**src/rtl/cmp_pkg.sv**
```systemverilog
// Shared types and helpers for the stream max/min finder: FSM states,
// the debug view of the sequencer, and the index-width rule.
package cmp_pkg;

    localparam int DEFAULT_WIDTH = 8;

    typedef enum logic [2:0] {
        IDLE    = 3'd0,
        FIRST   = 3'd1,
        CMP_MAX = 3'd2,
        CMP_MIN = 3'd3,
        HOLD    = 3'd4
    } state_e;

    // Current state plus the raw comparator flags, for checkers to bind on.
    typedef struct packed {
        state_e state;
        logic   gt;
        logic   eq;
        logic   lt;
    } dbg_t;

    function automatic int idx_width(input int frame_len);
        int w;
        w = $clog2(frame_len);
        return (w < 1) ? 1 : w;
    endfunction

endpackage

```
**src/rtl/mag_cmp.sv**
```systemverilog
// Unsigned magnitude comparator; purely combinational.
module mag_cmp #(
    parameter int WIDTH = 8
) (
    input  logic [WIDTH-1:0] a,
    input  logic [WIDTH-1:0] b,
    output logic             gt,
    output logic             eq,
    output logic             lt
);

    assign gt = (a > b);
    assign eq = (a == b);
    assign lt = (a < b);

endmodule

```
**src/rtl/stream_max_min_finder.sv**
```systemverilog
// Finds max/min (and first-occurrence index) of a FRAME_LEN-sample frame by
// time-sharing one comparator between the running-max and running-min checks.
module stream_max_min_finder
    import cmp_pkg::*;
#(
    parameter  int WIDTH     = DEFAULT_WIDTH,
    parameter  int FRAME_LEN = 8,
    localparam int IDX_W     = idx_width(FRAME_LEN)
) (
    input  logic             clk,
    input  logic             rst_n,
    input  logic             start,
    input  logic             in_valid,
    input  logic [WIDTH-1:0] in_data,
    output logic             in_ready,
    output logic             busy,
    output logic             out_valid,
    output logic [WIDTH-1:0] out_max,
    output logic [WIDTH-1:0] out_min,
    output logic [IDX_W-1:0] out_max_idx,
    output logic [IDX_W-1:0] out_min_idx,
    input  logic             out_ack,
    output dbg_t             dbg_o
);

    // Handshakes: a sample moves when in_valid && in_ready in the same cycle;
    // a result is held with out_valid high until out_ack is seen in HOLD.

    localparam logic [8:0] LAST_CNT = 9'(FRAME_LEN - 1);

    state_e           state_q, state_d;
    logic [8:0]       cnt_q, cnt_d;
    logic [WIDTH-1:0] max_q, max_d;
    logic [WIDTH-1:0] min_q, min_d;
    logic [WIDTH-1:0] cur_q, cur_d;
    logic [IDX_W-1:0] max_idx_q, max_idx_d;
    logic [IDX_W-1:0] min_idx_q, min_idx_d;

    logic [WIDTH-1:0] cmp_a, cmp_b;
    logic             cmp_gt, cmp_eq, cmp_lt;
    logic             xfer;

    // The comparator operands follow the phase: new sample vs max, then min vs held sample.
    always_comb begin
        cmp_a = '0;
        cmp_b = '0;
        case (state_q)
            CMP_MAX: begin cmp_a = in_data; cmp_b = max_q; end
            CMP_MIN: begin cmp_a = min_q;   cmp_b = cur_q; end
            default: ;
        endcase
    end

    mag_cmp #(.WIDTH(WIDTH)) u_cmp (
        .a  (cmp_a),
        .b  (cmp_b),
        .gt (cmp_gt),
        .eq (cmp_eq),
        .lt (cmp_lt)
    );

    assign in_ready  = (state_q == FIRST) || (state_q == CMP_MAX);
    assign busy      = (state_q != IDLE);
    assign out_valid = (state_q == HOLD);
    assign xfer      = in_valid && in_ready;

    always_comb begin
        state_d   = state_q;
        cnt_d     = cnt_q;
        max_d     = max_q;
        min_d     = min_q;
        cur_d     = cur_q;
        max_idx_d = max_idx_q;
        min_idx_d = min_idx_q;
        case (state_q)
            IDLE: begin
                if (start) state_d = FIRST;
            end
            FIRST: begin
                if (xfer) begin
                    max_d     = in_data;
                    min_d     = in_data;
                    max_idx_d = '0;
                    min_idx_d = '0;
                    cnt_d     = 9'd1;
                    state_d   = (FRAME_LEN == 1) ? HOLD : CMP_MAX;
                end
            end
            CMP_MAX: begin
                if (xfer) begin
                    cur_d = in_data;
                    if (cmp_gt) begin
                        max_d     = in_data;
                        max_idx_d = cnt_q[IDX_W-1:0];
                    end
                    state_d = CMP_MIN;
                end
            end
            CMP_MIN: begin
                // Strict compare: ties keep the earlier index.
                if (cmp_gt) begin
                    min_d     = cur_q;
                    min_idx_d = cnt_q[IDX_W-1:0];
                end
                cnt_d   = cnt_q + 9'd1;
                state_d = (cnt_q == LAST_CNT) ? HOLD : CMP_MAX;
            end
            HOLD: begin
                if (out_ack) state_d = IDLE;
            end
            default: state_d = IDLE;
        endcase
    end

    always_ff @(posedge clk) begin
        if (!rst_n) begin
            state_q   <= IDLE;
            cnt_q     <= '0;
            max_q     <= '0;
            min_q     <= '0;
            cur_q     <= '0;
            max_idx_q <= '0;
            min_idx_q <= '0;
        end else begin
            state_q   <= state_d;
            cnt_q     <= cnt_d;
            max_q     <= max_d;
            min_q     <= min_d;
            cur_q     <= cur_d;
            max_idx_q <= max_idx_d;
            min_idx_q <= min_idx_d;
        end
    end

    assign out_max     = max_q;
    assign out_min     = min_q;
    assign out_max_idx = max_idx_q;
    assign out_min_idx = min_idx_q;
    assign dbg_o       = {state_q, cmp_gt, cmp_eq, cmp_lt};

endmodule
```
**config.mk**
```make
export PLATFORM = sky130hd
export DESIGN_NAME = stream_max_min_finder
export DESIGN_NICKNAME = d
export VERILOG_FILES = /design/src/rtl/cmp_pkg.sv /design/src/rtl/mag_cmp.sv /design/src/rtl/stream_max_min_finder.sv
export SDC_FILE = /design/constraint.sdc
export NUM_CORES = 1
export LEC_CHECK = 0
export CORE_MARGIN = 1.5
export CORE_UTILIZATION = 45
export CTS_BUF_LIST = sky130_fd_sc_hd__clkbuf_4
export DETAILED_ROUTE_END_ITERATION = 7
export PLACE_DENSITY = 0.73
export SYNTH_ARGS = -nofsm -noshare
export SYNTH_HDL_FRONTEND = slang
export SYNTH_SLANG_ARGS = --single-unit
```
**constraint.sdc**
```tcl
create_clock -name clk -period 2.9 [get_ports clk]
set_input_delay 0.725 -clock clk [delete_from_list [all_inputs] [get_ports clk]]
set_output_delay 0.725 -clock clk [all_outputs]
set_load 0.02 [all_outputs]
```
==> impl_results.md <==
* Syn_nets at 297
* Gr ovfl total at 0
* Slew Limit Fails at 0
* Synth Warn # at 0
* Routability Congestion at 0.835
* Die X at 75.4 um
* Ports at 44
* Fillers at 459
* CP cell instances: and3b_2 -> buf_12 -> a22o_1 -> ha_4 -> nand4_1 -> a21oi_2 -> nor2_2 -> nor2_1 -> buf_4
* Via count at 2,196
* Area contributors post-synth: dfxtp_1 36%, nand2_1 8.4%, ha_1 4.8%, nand3_2 4.7%, nand3_1 4.0%
* P_leak at 1.29 nW
* Final WS setup at -0.197 ns
* Share of cells above drive strength 1 at 25.1%
* HP Class: reg -> reg
* Syn avg cell area at 8.57 um^2
* CTS sink count at 42
* Initial core utilization at 46.4%
* Area share of the largest cell type after synthesis at 35.7%
* Htree depth at 2
* CTS tree: done
* Cell Area, Synth at 2360 um^2
* DRC at 0
* Die area at 5680 um^2
* Worst Path Buf+Inv at 2
* Cell taking the most area after synthesis: dfxtp_1
* VDD IR max at 0.217 mV
* Seq/Total Area, Yosys at 35.7%
* Top Family by Delay on Critical Path: simple AND/OR/NAND/NOR gates
* Core area at 5070 um^2
* F_max at 0.323 GHz
* Setup crit end kind: output port
* WP data required at 2.17 ns
* Area delta synth->final at 36.0%
* # rows at 26
* Worst path max stage delay at 0.38 ns
* Vias in the first global route at 2,010
* Crit start category: register
* Main flop type after synthesis: dfxtp_1
* Antenna cells at 0
* Router iterations before antenna repair at 4
* Die Y at 75.4 um
* Netlist cell types at 44
* Fin crit share at 107%
* Final Hold Fails at 0
* Max_cap viols at 0
* Mapped Cells at 275
* Initial antenna violation count at 0
* Clk root buf: clkbuf_4
* CTS Buffer Depth at 2
* Synth async-reset ratio at 0%
* Reg clk slew, reported paths at 0.12 ns
* Worst skew pair latency at 0.34 ns
* CTS Buf Count at 5
* Nets at 363
* Cell with the most instances after synthesis: nand2_1
* Cell Area, Placed at 3050 um^2
* RSZ-0062 raised after global routing: true
* Final worst clock skew at 0.00663 ns
* First-pass GRT wire length at 9200 um
* WL final at 5560 um
* Minimum clock period at 3.10 ns
* Register bit total from synthesis at 42
* Crit-path slowest cell: dfxtp_2
* Pwr Density at 390 nW/um^2
* Crit-path max FO at 8
* CP arrival at 2.37 ns
* DP Wirelength at 3970 um
* Most instantiated cells after synthesis: 53 x nand2_1, 42 x dfxtp_1, 19 x nand3_1
* Dpl ws at -0.704 ns
* Status: finished, violations left
* Max transition margin at 74.4%
* Least-Margin Pin Slew at 0.382 ns
* Pin count of the biggest net entering global routing at 33
* IO Port Bufs at 43
* Design area at 3200 um^2
* Final ANT Viol Nets at 0
* Crit Path Category: reg -> out
* Drt wl/cell at 13.5 um
* Post-synth EDFFs at 0
* Post-DR vias/cell at 5.33
* Setup Viol. Count Final at 3
* Failing checks: negative setup slack
* Initial DRC count at 100
* GRT Util Overall at 21.0%
* CTS hold repair buffers at 0
[state kept, by name, indices dropped and copies added, names as in the netlist]
signal       cells
cur_q            8
out_max          8
out_max_idx      3
out_min_idx      3
out_min          8
state_q          3
cnt_q            9
[final timing paths]
| path | from | endpoint | slack, ns | depth (start not counted) |
|---|---|---|---|---|
| setup / recovery | state_q[2] | dbg_o[2] | -0.20 | 9 |
| hold / removal | out_max_idx[2] | out_max_idx[2] | 0.46 | 2 |
| setup reg to reg | state_q[2] | out_min[4] | 0.14 | 10 |
| hold reg to reg | out_max_idx[2] | out_max_idx[2] | 0.46 | 2 |
[placed cells by master (no fill, tap or decap), types with 2 or more instances in the layout]
cell type | Yosys | layout
nand2b_1 | 5 | 5
or3_1 | 3 | 3
nor2b_1 | 6 | 6
clkdlybuf4s50_1 | 0 | 39
dfxtp_1 | 42 | 39
a21boi_0 | 12 | 12
o21ai_2 | 9 | 9
clkbuf_4 | 0 | 5
ha_4 | 0 | 3
o21ai_1 | 1 | 2
nor2_1 | 11 | 9
nor3_1 | 4 | 4
clkinv_1 | 0 | 3
a21oi_2 | 1 | 3
and2_1 | 2 | 2
a22o_1 | 7 | 7
o21a_1 | 2 | 2
a22oi_1 | 11 | 9
buf_12 | 0 | 4
nand3_1 | 19 | 19
and3_1 | 3 | 3
nand2_1 | 53 | 53
buf_6 | 4 | 5
nor2_2 | 0 | 2
a22oi_2 | 0 | 2
o211a_1 | 9 | 9
a21oi_1 | 6 | 4
nand4_1 | 3 | 3
ha_1 | 9 | 6
o21ai_0 | 5 | 4
nand3_2 | 11 | 11
buf_4 | 5 | 32
dfxtp_4 | 0 | 2
o211ai_1 | 2 | 2
[per-layer routing]
layer / vias to the layer above / wire (um) / global-route usage (%)
li1: 1116 / - / -
met1: 1028 / 2380 / 25.8
met2: 48 / 2870 / 37.3
met3: 4 / 286 / 4.37
met4: 0 / 30 / 5.95
met5: - / 0 / 0
[power breakdown]
group | internal, mW | leakage (nW) | switching, mW | total, mW
combinational | 0.175 | 0.918 | 0.183 | 0.358
sequential | 0.599 | 0.342 | 0.0203 | 0.620
clock | 0.0867 | 0.0277 | 0.185 | 0.272
[worst register-to-register path: stages, from the launching register on]
cell and delay, ns:
dfxtp_2 0.38, and3b_2 0.30, buf_12 0.16, a22o_1 0.24, ha_4 0.28, nand4_1 0.16, buf_4 0.18, o21a_1 0.23
a221o_1 0.35, buf_12 0.16, o211a_1 0.20
[stage by stage]
step	utilization, %	TNS (ns)	hold WS [ns]	power (mW)	cells
after floorplan	-	-0.0735	0.444	0.838	275
after global placement	60.1	-3.49	0.451	0.971	400
after detailed placement	60.1	-4.69	0.452	0.976	400
after CTS	63.0	-0.360	0.470	1.26	412
after global routing	63.1	-0.653	0.492	1.31	412
final	63.1	-0.346	0.464	1.25	412
[kinds of logic (layout without fill, tap and decap cells)]
| group | Yosys count | count (layout) | share of synthesized area (%) |
|---|---|---|---|
| buffers and inverters | 24 | 91 | 6.32 |
| XOR/XNOR | 1 | 1 | 0.372 |
| multiplexers | 1 | 1 | 0.425 |
| AO/OA/AOI/OAI | 68 | 68 | 23.2 |
| adder cells (fa/ha/maj) | 9 | 9 | 4.78 |
| flip-flops | 42 | 42 | 35.7 |
| AND/OR/NAND/NOR | 130 | 130 | 29.3 |
[repair_timing]
item,4_1_cts,5_1_grt
setup endpoints to repair,3,3
pin swaps,16,3
buffers inserted,4,0
gates cloned,0,0
resized for setup,29,2
[final cells by class]
type	count	area [um^2]	share of cell area (%)
inverter	1	3.75	0.117
timing repair buffer	82	781	24.4
tap	70	87.6	2.73
clock inverter	3	11.3	0.351
clock buffer	5	37.5	1.17
multi-input combinational	209	1430	44.7
sequential	42	850	26.5
(Power assumes the default switching activity.)
